--- config.mk ---
export PLATFORM = sky130hd
export DESIGN_NAME = jtframe_sdram_1bank_ctrl_flat
export DESIGN_NICKNAME = d
export VERILOG_FILES = /design/src/rtl/jtframe_sdram_1bank_ctrl_if.sv /design/src/rtl/jtframe_sdram_1bank_ctrl.sv /design/src/flat_wrapper.sv
export SDC_FILE = /design/constraint.sdc
export NUM_CORES = 1
export LEC_CHECK = 0
export CAP_MARGIN = 20
export CORE_ASPECT_RATIO = 1.1
export CORE_MARGIN = 1
export CORE_UTILIZATION = 40
export DETAILED_ROUTE_END_ITERATION = 6
export GPL_TIMING_DRIVEN = 0
export PLACE_DENSITY = 0.67
export SYNTH_ARGS = -nofsm -noshare
export SYNTH_HDL_FRONTEND = slang
export SYNTH_SLANG_ARGS = --single-unit
--- constraint.sdc ---
create_clock -name clk -period 5.3 [get_ports clk]
set_clock_uncertainty 0.05 [all_clocks]
set_input_delay 1.325 -clock clk [delete_from_list [all_inputs] [get_ports clk]]
set_output_delay 1.325 -clock clk [all_outputs]
set_load 0.02 [all_outputs]
--- src/rtl/jtframe_sdram_1bank_ctrl_if.sv ---
// ----------------------------------------------------------------------------
// jtframe_sdram_1bank_ctrl_if
// Request/response bus between the RAM/ROM arbiter and the single-bank SDRAM
// controller.
//   rd, wr    : access requests, held by the arbiter until ack
//   addr      : word address {row, col[8:0]}
//   din       : write data
//   wrmask    : byte mask, 1 = byte not written
//   ack       : one-cycle pulse, request accepted (addr/din/wrmask latched)
//   data_dst  : one-cycle pulse, read data valid on dout
//   data_rdy  : one-cycle pulse, access complete
//   dout      : registered read data
// master = arbiter side, slave = controller side.
// ----------------------------------------------------------------------------
interface jtframe_sdram_1bank_ctrl_if #(
  parameter int SDRAMW = 22
);
  logic              rd;
  logic              wr;
  logic [SDRAMW-1:0] addr;
  logic [15:0]       din;
  logic [1:0]        wrmask;
  logic              ack;
  logic              data_dst;
  logic              data_rdy;
  logic [15:0]       dout;

  modport master (
    output rd, wr, addr, din, wrmask,
    input  ack, data_dst, data_rdy, dout
  );

  modport slave (
    input  rd, wr, addr, din, wrmask,
    output ack, data_dst, data_rdy, dout
  );
endinterface

--- src/rtl/jtframe_sdram_1bank_ctrl.sv ---
// ----------------------------------------------------------------------------
// jtframe_sdram_1bank_ctrl
// Single-bank SDRAM command sequencer. Performs power-up initialisation,
// periodic auto-refresh and single-word accesses, each one ACTIVATE followed
// by READ/WRITE with auto-precharge.
// Ports:
//   clk, rst_n        : clock, asynchronous active-low reset
//   bus (slave)       : arbiter request/response bus
//   init_done         : high once the mode register has been loaded
//   sdram_cs_n/ras_n/cas_n/we_n, sdram_ba, sdram_a, sdram_dqm : command pins
//   sdram_dq_out, sdram_dq_oe, sdram_dq_in                    : data pad
// All SDRAM-facing outputs are registered.
// ----------------------------------------------------------------------------
module jtframe_sdram_1bank_ctrl #(
  parameter int SDRAMW     = 22,
  parameter int BANK       = 0,
  parameter int CL         = 2,
  parameter int TRCD       = 2,
  parameter int TRP        = 2,
  parameter int TRFC       = 7,
  parameter int TWR        = 2,
  parameter int REF_CYCLES = 374,
  parameter int INIT_WAIT  = 9600
) (
  input  logic        clk,
  input  logic        rst_n,
  jtframe_sdram_1bank_ctrl_if.slave bus,
  output logic        init_done,
  output logic        sdram_cs_n,
  output logic        sdram_ras_n,
  output logic        sdram_cas_n,
  output logic        sdram_we_n,
  output logic [1:0]  sdram_ba,
  output logic [12:0] sdram_a,
  output logic [1:0]  sdram_dqm,
  output logic [15:0] sdram_dq_out,
  output logic        sdram_dq_oe,
  input  logic [15:0] sdram_dq_in
);

  // {ras_n, cas_n, we_n}
  localparam logic [2:0] CMD_NOP  = 3'b111;
  localparam logic [2:0] CMD_ACT  = 3'b011;
  localparam logic [2:0] CMD_RD   = 3'b101;
  localparam logic [2:0] CMD_WR   = 3'b100;
  localparam logic [2:0] CMD_PRE  = 3'b010;
  localparam logic [2:0] CMD_REF  = 3'b001;
  localparam logic [2:0] CMD_MODE = 3'b000;

  // Single-location write burst, CAS latency CL, sequential, burst length 1
  localparam logic [12:0] MODE_WORD = {3'b000, 1'b1, 2'b00, 3'(CL), 1'b0, 3'b000};

  // Auto-precharge of a BL1 read starts right after the READ; only precharge
  // time not already covered by the data return needs an extra wait.
  localparam int RD_TAIL = (TRP > CL + 2) ? TRP - CL - 2 : 0;

  typedef enum logic [3:0] {
    ST_INIT_WAIT,
    ST_INIT_PRE,
    ST_INIT_REF,
    ST_INIT_MODE,
    ST_IDLE,
    ST_REF,
    ST_TRCD,
    ST_RD_WAIT,
    ST_RD_DONE,
    ST_RD_TAIL,
    ST_WR_WAIT
  } state_t;

  state_t            state_reg, state_next;
  logic [15:0]       cnt_reg, cnt_next;
  logic              ref_num_reg, ref_num_next;
  logic [15:0]       ref_cnt_reg, ref_cnt_next;
  logic              ref_pend_reg, ref_pend_next;
  logic              is_wr_reg, is_wr_next;
  logic [SDRAMW-1:0] addr_reg, addr_next;
  logic [15:0]       din_reg, din_next;
  logic [1:0]        mask_reg, mask_next;
  logic [2:0]        cmd_reg, cmd_next;
  logic [12:0]       a_reg, a_next;
  logic [1:0]        dqm_reg, dqm_next;
  logic              dq_oe_reg, dq_oe_next;
  logic [15:0]       dq_out_reg, dq_out_next;
  logic              ack_reg, ack_next;
  logic              dst_reg, dst_next;
  logic              rdy_reg, rdy_next;
  logic [15:0]       dout_reg, dout_next;
  logic              init_done_reg, init_done_next;

  logic              cnt_zero;
  logic              ref_issue;
  logic              ref_expire;

  assign cnt_zero = (cnt_reg == 16'd0);

  always_ff @(posedge clk or negedge rst_n) begin
    if (!rst_n) begin
      state_reg     <= ST_INIT_WAIT;
      cnt_reg       <= 16'(INIT_WAIT - 1);
      ref_num_reg   <= 1'b0;
      ref_cnt_reg   <= 16'(REF_CYCLES);
      ref_pend_reg  <= 1'b0;
      is_wr_reg     <= 1'b0;
      addr_reg      <= '0;
      din_reg       <= 16'd0;
      mask_reg      <= 2'b11;
      cmd_reg       <= CMD_NOP;
      a_reg         <= 13'd0;
      dqm_reg       <= 2'b11;
      dq_oe_reg     <= 1'b0;
      dq_out_reg    <= 16'd0;
      ack_reg       <= 1'b0;
      dst_reg       <= 1'b0;
      rdy_reg       <= 1'b0;
      dout_reg      <= 16'd0;
      init_done_reg <= 1'b0;
    end else begin
      state_reg     <= state_next;
      cnt_reg       <= cnt_next;
      ref_num_reg   <= ref_num_next;
      ref_cnt_reg   <= ref_cnt_next;
      ref_pend_reg  <= ref_pend_next;
      is_wr_reg     <= is_wr_next;
      addr_reg      <= addr_next;
      din_reg       <= din_next;
      mask_reg      <= mask_next;
      cmd_reg       <= cmd_next;
      a_reg         <= a_next;
      dqm_reg       <= dqm_next;
      dq_oe_reg     <= dq_oe_next;
      dq_out_reg    <= dq_out_next;
      ack_reg       <= ack_next;
      dst_reg       <= dst_next;
      rdy_reg       <= rdy_next;
      dout_reg      <= dout_next;
      init_done_reg <= init_done_next;
    end
  end

  always_comb begin
    state_next     = state_reg;
    cnt_next       = cnt_zero ? cnt_reg : cnt_reg - 16'd1;
    ref_num_next   = ref_num_reg;
    is_wr_next     = is_wr_reg;
    addr_next      = addr_reg;
    din_next       = din_reg;
    mask_next      = mask_reg;
    cmd_next       = CMD_NOP;
    a_next         = a_reg;
    dqm_next       = 2'b11;
    dq_oe_next     = 1'b0;
    dq_out_next    = dq_out_reg;
    ack_next       = 1'b0;
    dst_next       = 1'b0;
    rdy_next       = 1'b0;
    dout_next      = dout_reg;
    init_done_next = init_done_reg;
    ref_issue      = 1'b0;

    // Wait counters hold (spacing - 1); the next command issues on the edge
    // that finds the counter at zero.
    case (state_reg)
      ST_INIT_WAIT: if (cnt_zero) begin
        cmd_next   = CMD_PRE;
        a_next     = 13'h0400;            // A10: all banks
        cnt_next   = 16'(TRP - 1);
        state_next = ST_INIT_PRE;
      end
      ST_INIT_PRE: if (cnt_zero) begin
        cmd_next     = CMD_REF;
        cnt_next     = 16'(TRFC);         // TRFC idle cycles after REFRESH
        ref_num_next = 1'b0;
        state_next   = ST_INIT_REF;
      end
      ST_INIT_REF: if (cnt_zero) begin
        if (!ref_num_reg) begin
          cmd_next     = CMD_REF;
          cnt_next     = 16'(TRFC);
          ref_num_next = 1'b1;
        end else begin
          cmd_next   = CMD_MODE;
          a_next     = MODE_WORD;
          cnt_next   = 16'd1;
          state_next = ST_INIT_MODE;
        end
      end
      ST_INIT_MODE: if (cnt_zero) begin
        init_done_next = 1'b1;
        state_next     = ST_IDLE;
      end
      ST_IDLE: begin
        if (ref_pend_reg) begin
          cmd_next   = CMD_REF;
          ref_issue  = 1'b1;
          cnt_next   = 16'(TRFC - 1);
          state_next = ST_REF;
        end else if (bus.wr || bus.rd) begin
          cmd_next   = CMD_ACT;
          a_next     = 13'(bus.addr[SDRAMW-1:9]);
          ack_next   = 1'b1;
          is_wr_next = bus.wr;            // rd+wr together is a write
          addr_next  = bus.addr;
          din_next   = bus.din;
          mask_next  = bus.wrmask;
          cnt_next   = 16'(TRCD - 1);
          state_next = ST_TRCD;
        end
      end
      ST_REF: if (cnt_zero) state_next = ST_IDLE;
      ST_TRCD: if (cnt_zero) begin
        a_next = {2'b00, 1'b1, 1'b0, addr_reg[8:0]};   // A10: auto-precharge
        if (is_wr_reg) begin
          cmd_next    = CMD_WR;
          dq_oe_next  = 1'b1;
          dq_out_next = din_reg;
          dqm_next    = mask_reg;
          cnt_next    = 16'(TWR + TRP - 1);
          state_next  = ST_WR_WAIT;
        end else begin
          cmd_next   = CMD_RD;
          dqm_next   = 2'b00;
          cnt_next   = 16'(CL);
          state_next = ST_RD_WAIT;
        end
      end
      ST_RD_WAIT: begin
        // DQM has a read latency of two; keep it open until the data returns
        if (cnt_zero) begin
          dout_next  = sdram_dq_in;
          dst_next   = 1'b1;
          state_next = ST_RD_DONE;
        end else begin
          dqm_next = 2'b00;
        end
      end
      ST_RD_DONE: begin
        rdy_next = 1'b1;
        if (RD_TAIL == 0) begin
          state_next = ST_IDLE;
        end else begin
          cnt_next   = 16'(RD_TAIL - 1);
          state_next = ST_RD_TAIL;
        end
      end
      ST_RD_TAIL: if (cnt_zero) state_next = ST_IDLE;
      ST_WR_WAIT: if (cnt_zero) begin
        rdy_next   = 1'b1;
        state_next = ST_IDLE;
      end
      default: state_next = ST_INIT_WAIT;
    endcase

    // Refresh timer runs in every state once initialised. A new expiry wins
    // over the clear so a refresh is never lost on a coincident cycle.
    ref_expire    = init_done_reg && (ref_cnt_reg == 16'd1);
    ref_cnt_next  = !init_done_reg ? ref_cnt_reg :
                    ref_expire     ? 16'(REF_CYCLES) : ref_cnt_reg - 16'd1;
    ref_pend_next = (ref_pend_reg && !ref_issue) || ref_expire;
  end

  assign bus.ack      = ack_reg;
  assign bus.data_dst = dst_reg;
  assign bus.data_rdy = rdy_reg;
  assign bus.dout     = dout_reg;
  assign init_done    = init_done_reg;

  assign sdram_cs_n   = 1'b0;
  assign sdram_ras_n  = cmd_reg[2];
  assign sdram_cas_n  = cmd_reg[1];
  assign sdram_we_n   = cmd_reg[0];
  assign sdram_ba     = 2'(BANK);
  assign sdram_a      = a_reg;
  assign sdram_dqm    = dqm_reg;
  assign sdram_dq_out = dq_out_reg;
  assign sdram_dq_oe  = dq_oe_reg;

endmodule

--- src/flat_wrapper.sv ---
// flat-port wrapper written by rule: the top's interface ports become plain ports
module jtframe_sdram_1bank_ctrl_flat 
#(
  parameter int SDRAMW     = 22,
  parameter int BANK       = 0,
  parameter int CL         = 2,
  parameter int TRCD       = 2,
  parameter int TRP        = 2,
  parameter int TRFC       = 7,
  parameter int TWR        = 2,
  parameter int REF_CYCLES = 374,
  parameter int INIT_WAIT  = 9600
)
  (clk, rst_n, init_done, sdram_cs_n, sdram_ras_n, sdram_cas_n, sdram_we_n, sdram_ba, sdram_a, sdram_dqm, sdram_dq_out, sdram_dq_oe, sdram_dq_in, bus_rd, bus_wr, bus_addr, bus_din, bus_wrmask, bus_ack, bus_data_dst, bus_data_rdy, bus_dout);
  jtframe_sdram_1bank_ctrl_if #(.SDRAMW(SDRAMW)) bus_i ();
  input  logic clk;
  input  logic rst_n;
  output logic init_done;
  output logic sdram_cs_n;
  output logic sdram_ras_n;
  output logic sdram_cas_n;
  output logic sdram_we_n;
  output logic [1:0] sdram_ba;
  output logic [12:0] sdram_a;
  output logic [1:0] sdram_dqm;
  output logic [15:0] sdram_dq_out;
  output logic sdram_dq_oe;
  input  logic [15:0] sdram_dq_in;
  input wire logic [$bits(bus_i.rd)-1:0] bus_rd;
  input wire logic [$bits(bus_i.wr)-1:0] bus_wr;
  input wire logic [$bits(bus_i.addr)-1:0] bus_addr;
  input wire logic [$bits(bus_i.din)-1:0] bus_din;
  input wire logic [$bits(bus_i.wrmask)-1:0] bus_wrmask;
  output wire logic [$bits(bus_i.ack)-1:0] bus_ack;
  output wire logic [$bits(bus_i.data_dst)-1:0] bus_data_dst;
  output wire logic [$bits(bus_i.data_rdy)-1:0] bus_data_rdy;
  output wire logic [$bits(bus_i.dout)-1:0] bus_dout;
  assign bus_i.rd = bus_rd;
  assign bus_i.wr = bus_wr;
  assign bus_i.addr = bus_addr;
  assign bus_i.din = bus_din;
  assign bus_i.wrmask = bus_wrmask;
  assign bus_ack = bus_i.ack;
  assign bus_data_dst = bus_i.data_dst;
  assign bus_data_rdy = bus_i.data_rdy;
  assign bus_dout = bus_i.dout;
  jtframe_sdram_1bank_ctrl #(.SDRAMW(SDRAMW), .BANK(BANK), .CL(CL), .TRCD(TRCD), .TRP(TRP), .TRFC(TRFC), .TWR(TWR), .REF_CYCLES(REF_CYCLES), .INIT_WAIT(INIT_WAIT)) u_core (.clk(clk), .rst_n(rst_n), .bus(bus_i), .init_done(init_done), .sdram_cs_n(sdram_cs_n), .sdram_ras_n(sdram_ras_n), .sdram_cas_n(sdram_cas_n), .sdram_we_n(sdram_we_n), .sdram_ba(sdram_ba), .sdram_a(sdram_a), .sdram_dqm(sdram_dqm), .sdram_dq_out(sdram_dq_out), .sdram_dq_oe(sdram_dq_oe), .sdram_dq_in(sdram_dq_in));
endmodule
==> results of run 1 <==
## cells in the mapped netlist, types with 7 or more instances
cell type	count
sky130_fd_sc_hd__a21oi_1	16
sky130_fd_sc_hd__a22oi_1	8
sky130_fd_sc_hd__clkbuf_1	15
sky130_fd_sc_hd__dfrtp_1	98
sky130_fd_sc_hd__dfstp_2	23
sky130_fd_sc_hd__mux2_2	57
sky130_fd_sc_hd__nand2_1	43
sky130_fd_sc_hd__nand2b_1	8
sky130_fd_sc_hd__nand3_1	19
sky130_fd_sc_hd__nand4_1	8
sky130_fd_sc_hd__nor2_1	40
sky130_fd_sc_hd__nor3_1	7
sky130_fd_sc_hd__o21ai_0	24
sky130_fd_sc_hd__xnor2_1	7
sky130_fd_sc_hd__xor2_1	18
## metal layers
layer	global-route usage, %	share of wire (%)	vias up
met5	0	0	-
met4	7.563	1.5	0
met3	8.037	8.3	20
met2	32.01	51	134
met1	22.73	39	2135
li1	-	-	1991
## critical path, cell delays in order
cell and delay (ns):
sky130_fd_sc_hd__clkdlybuf4s50_1 0.44, sky130_fd_sc_hd__nor2_1 0.55, sky130_fd_sc_hd__o21ai_0 0.20, sky130_fd_sc_hd__o211ai_2 0.20, sky130_fd_sc_hd__clkbuf_1 0.40, sky130_fd_sc_hd__nand2_1 0.10, sky130_fd_sc_hd__o41ai_1 0.07
## per-stage QoR
step                      setup TNS (ns)  util [%]
after floorplan                        0         -
after global placement           -172.20     51.95
after detailed placement               0     52.16
after CTS                              0     56.53
after global routing                   0     56.53
final                                  0     56.53
## cell families after synthesis
| logic type | synth area share, % |
|---|---|
| compound gates | 8.201 |
| xor+xnor | 3.911 |
| fa+ha+maj | 1.117 |
| buf+inv | 3.776 |
| flops | 54.59 |
| mux | 12.45 |
| other cells | 0.06697 |
| simple gates | 15.89 |
## cell type report
class | count | area, um2
multi-input combinational | 330 | 2338
tap | 184 | 230.2
fill | 1171 | 5839
sequential | 121 | 3057
clock buffer | 22 | 464.2
inverter | 7 | 26.28
clock inverter | 9 | 122.6
timing repair buffer | 115 | 1170
buffer | 31 | 185.2
## path summary, 6_finish.rpt
| kind | start | endpoint | slack [ns] | depth (start not counted) |
|---|---|---|---|---|
| max | bus_rd | u_core.sdram_a[5] | 2.27 | 7 |
| min | u_core.sdram_a[5] | u_core.sdram_a[5] | 0.43 | 2 |
| min in group asynchronous | rst_n | u_core.bus.dout[7] | 0.80 | 1 |
| max in group asynchronous | rst_n | u_core.cnt_reg[10] | 3.66 | 2 |
| min reg2reg | u_core.sdram_a[5] | u_core.sdram_a[5] | 0.43 | 2 |
| max reg2reg | u_core.state_reg[3] | u_core.sdram_dq_out[10] | 2.71 | 8 |
## power groups by stage
stage	Clock, W	Sequential [W]	Combinational, W
after floorplan	0	0.000959	0.0000160
after global placement	0	0.000960	0.0000775
after detailed placement	0	0.000961	0.0000822
after CTS	0.00117	0.000946	0.0000826
after global routing	0.00121	0.000947	0.0000891
final	0.00114	0.000946	0.0000805
==> results.ini, run 1 <==
[finish]
finalNetCount=688
mostFrequentLayoutCell=sky130_fd_sc_hd__clkdlybuf4s50_1
drive_gt1_share_pct=22.05
layout-area-overhead-vs-synth_pct=35.62
num_antenna_cells=0
design_area_mm2=0.007594
instances_no_fill=819
leading_cell_types_in_the_layout_fill_and_taps_excluded=113 x sky130_fd_sc_hd__clkdlybuf4s50_1, 98 x sky130_fd_sc_hd__dfrtp_1, 57 x sky130_fd_sc_hd__mux2_2, 43 x sky130_fd_sc_hd__nand2_1, 40 x sky130_fd_sc_hd__nor2_1

[pwr]
share_of_total_power_in_combinational_logic_pct=3.7
worst_ir_drop_vdd_mv=0.1979
sum_of_internal_switching_and_leakage_power_w=0.002169
cellInternalPower_w=0.001746
power_per_standard_cell_area_mw_per_mm2=285.6
static-leakage-power_nw=3.246
power_switching_w=0.0004225
pwr-share-clk_pct=52.7
sequentialPowerShare_pct=43.6
switching_share_pct=19.48

[synthesis]
synthTopCellsByArea=sky130_fd_sc_hd__dfrtp_1 44%, sky130_fd_sc_hd__mux2_2 11%, sky130_fd_sc_hd__dfstp_2 11%, sky130_fd_sc_hd__nand2_1 2.9%, sky130_fd_sc_hd__xor2_1 2.8%
synth.cell_area_mm2=0.005599
synth_top_area_share_pct=43.80
yosys_warnings=0
synth_edf_count=0
synth_cell_types=61
syn-mean-instance-area_um2=11.50
async_sr_flop_fraction_pct=100.0
synth_area_leader_cell=sky130_fd_sc_hd__dfrtp_1
synth-main-ff-cell=sky130_fd_sc_hd__dfrtp_1
yosysSeqAreaShare_pct=54.59
number_of_synthesized_register_bits=121
synthCells=487

[floorplan]
fp.dieArea_mm2=0.01448
chipWidth_um=114.8
coreArea_mm2=0.01343
io-pin-count=118
start_util_pct=41.68
std_cell_rows=44
die-height_um=126.1

[sta]
tightest_slew_ns=0.8500
slew_violations=0
maxSlewHeadroom_pct=43.12
grt_setup_unrepaired=false
setup_ws_ns=2.270
final_count_of_hold_timing_violations=0
final.min_clock_period_ns=3.030
timing.final.crit_share_pct=57.18
fmax_mhz=330.0
timing.hold.ws_ns=0.4252
timing.final.setup_violations=0

[cts]
postCtsResizedCells=0
h-tree-depth=4
path_clk_slew_ns=0.05
clk-insertion-delay-late_ns=0.41
cts.sinks=121
cts-root-to-sink-buffers=2
cts_made_buffers=17
post-cts-setup-buffers=0
clock-root-buffer=sky130_fd_sc_hd__clkbuf_16
tritoncts_clock_tree=built
postCtsHoldBufs=0

[grt]
grt_overflow=0
grt_start_max_net_pins=71
number_of_global_route_vias_before_repair=4457
grtUsageTotal_pct=19.54
wire_length_of_the_first_global_routing_pass_um=21870
grt_antenna_before_repair=0

[place]
post-place-cells=788
placed_cell_area_mm2=0.007007
dp_hpwl_um=9218
gp_routability_congestion=0.8565
numPortBuffers=114
dp_worst_slack_ns=1.862

[worst_hold_path]
min_path_type=reg -> reg

[routing]
viasPerCell=5.226
post-route-drc-count=0
detail_route.iter0.violations=188
number_of_detailed_routing_iterations_run_before_antenna_repair=4
wire_per_inst_um=15.72
via_count=4280
ant_nets=0
wl_um=12880

[status]
run_status=finished clean

[setup_path]
timing.critical_path.fanout_max=10
worst-endpoint-required_ns=5.56
endpoint_kind_of_the_worst_setup_timing_path=register
worst-setup-path-type=in -> reg
cp_data_arrival_time_ns=3.29
timing.critical_path.from_type=primary input

[flow_run]
max_cap_violations=0

Note: power is estimated with default switching activity, not from simulation.
==> run 2: changes to the inputs <==
PLACE_DENSITY = 0.7   (was 0.67)
clock period = 2.66 ns   (was 5.3 ns; I/O delays follow)
==> run 2 against run 1 <==
- first-iteration DRC count up 8.0%
- flip-flop and latch count unchanged
- sequential power increased by 99%
- cell count grew 0.12%
- wire length rose by 3.1%
- critical path type is now reg -> reg
- design area hardly changed
- critical path depth up 3
- hold slack got worse by 0.38 ns
==> results.ini, run 2 (synthesis results as in run 1) <==
[floorplan]
coreArea_mm2=0.01343
die-height_um=126.1
start_util_pct=41.68
io-pin-count=118
std_cell_rows=44
fp.dieArea_mm2=0.01448
chipWidth_um=114.8

[sta]
timing.final.setup_violations=0
final_count_of_hold_timing_violations=0
tightest_slew_ns=0.6472
final.min_clock_period_ns=2.476
maxSlewHeadroom_pct=56.69
timing.final.crit_share_pct=93.07
grt_setup_unrepaired=false
fmax_mhz=403.9
slew_violations=0

[cts]
cts_made_buffers=17
postCtsHoldBufs=0
h-tree-depth=4
clk-insertion-delay-late_ns=0.42
cts.sinks=121
clock-root-buffer=sky130_fd_sc_hd__clkbuf_16
tritoncts_clock_tree=built
path_clk_slew_ns=0.05
cts-root-to-sink-buffers=2

[flow_run]
max_cap_violations=0

[setup_path]
worst-setup-path-type=reg -> reg
endpoint_kind_of_the_worst_setup_timing_path=register
timing.critical_path.fanout_max=10
worst-endpoint-required_ns=2.94
cp_data_arrival_time_ns=2.76
timing.critical_path.from_type=register

[routing]
ant_nets=0
post-route-drc-count=0
wl_um=13280
via_count=4253
viasPerCell=5.187
wire_per_inst_um=16.19
detail_route.iter0.violations=203
number_of_detailed_routing_iterations_run_before_antenna_repair=5

[grt]
grt_overflow=0
number_of_global_route_vias_before_repair=4666
wire_length_of_the_first_global_routing_pass_um=22570
grt_start_max_net_pins=99
grtUsageTotal_pct=20.19
grt_antenna_before_repair=0

[pwr]
static-leakage-power_nw=3.236
power_per_standard_cell_area_mw_per_mm2=564.1
worst_ir_drop_vdd_mv=0.3524

[finish]
finalNetCount=688
num_antenna_cells=0
final_util_pct=56.57
leading_cell_types_in_the_layout_fill_and_taps_excluded=113 x sky130_fd_sc_hd__clkdlybuf4s50_1, 98 x sky130_fd_sc_hd__dfrtp_1, 57 x sky130_fd_sc_hd__mux2_2, 43 x sky130_fd_sc_hd__nand2_1, 39 x sky130_fd_sc_hd__nor2_1
layout-area-overhead-vs-synth_pct=35.71
mostFrequentLayoutCell=sky130_fd_sc_hd__clkdlybuf4s50_1
drive_gt1_share_pct=23.27
instances_no_fill=820
num-fill-cells=1192

[worst_hold_path]
min_path_type=in -> async

[status]
run_status=finished clean

[place]
gp_routability_congestion=0.8866
numPortBuffers=114
dp_hpwl_um=9264
post-place-cells=788

## run 2: power breakdown
group          leakage (nW)  total [W]  switching, W  internal (W)
logic                  1.43   0.000161     0.0000594      0.000102
clock network         0.271    0.00224      0.000841       0.00140
registers              1.53    0.00188     0.0000132       0.00187
## run 2: area by class of cell
class                   instances  area, um2  share of cell area (%)
multi-input cells             330       2341                   30.81
flip-flops and latches        121       3057                   40.23
repair buffers                115       1170                   15.40
plain buffers                  31      188.9                   2.486
clock buffers                  18      439.2                   5.780
inverters                       7      26.28                  0.3458
clock inverters                14      146.4                   1.927
well taps                     184      230.2                   3.030
## run 2: path summary, 6_finish.rpt
kind                                              from                      end  slack (ns)  depth (start not counted)
worst max-delay path                 u_core.cnt_reg[0]        u_core.cnt_reg[0]        0.18                         10
max in group asynchronous                        rst_n       u_core.cnt_reg[10]        1.76                          2
worst max register to register       u_core.cnt_reg[0]        u_core.cnt_reg[0]        0.18                         10
worst min-delay path                             rst_n  u_core.sdram_dq_out[11]        0.05                          1
worst min register to register  u_core.ref_cnt_reg[15]   u_core.ref_cnt_reg[15]        0.43                          1
min in group clk                u_core.ref_cnt_reg[15]   u_core.ref_cnt_reg[15]        0.43                          1
## run 2: metrics by stage
step	worst slack, ns	TNS, ns	area [um2]	total power, W	hold WS (ns)
2_1_floorplan	0.5168	0	5607	0.001943	0.3194
3_3_place_gp	-3.654	-408.13	6978	0.002067	0.4108
3_5_place_dp	-0.09908	-0.5990	7007	0.002080	0.4232
4_1_cts	0.1187	0	7592	0.004341	0.03523
5_1_grt	0.02274	0	7599	0.004432	0.05000
6_report	0.1842	0	7599	0.004286	0.04641
## run 2: metal layers
metal  up-vias  global-route usage, %  share of wire (%)
li1       1981                      -                  -
met1      2102                  23.26                 40
met2       138                  33.76                 50
met3        32                  7.026                7.4
met4         0                  8.938                2.3
met5         -                      0                  0
## run 2: timing repair
action                     in CTS  in global routing
setup buffers                   0                  0
gates resized for setup         0                  7
setup endpoints to repair       0                 12
## run 2: worst max-delay path, cell delays in order (launching register included)
cell	delay, ns
sky130_fd_sc_hd__dfstp_2	0.56
sky130_fd_sc_hd__inv_1	0.07
sky130_fd_sc_hd__ha_1	0.19
sky130_fd_sc_hd__nor3b_1	0.16
sky130_fd_sc_hd__and4_4	0.21
sky130_fd_sc_hd__inv_2	0.12
sky130_fd_sc_hd__buf_6	0.17
sky130_fd_sc_hd__clkbuf_1	0.38
sky130_fd_sc_hd__ha_1	0.30
sky130_fd_sc_hd__o21ai_0	0.08
sky130_fd_sc_hd__nand3_1	0.10
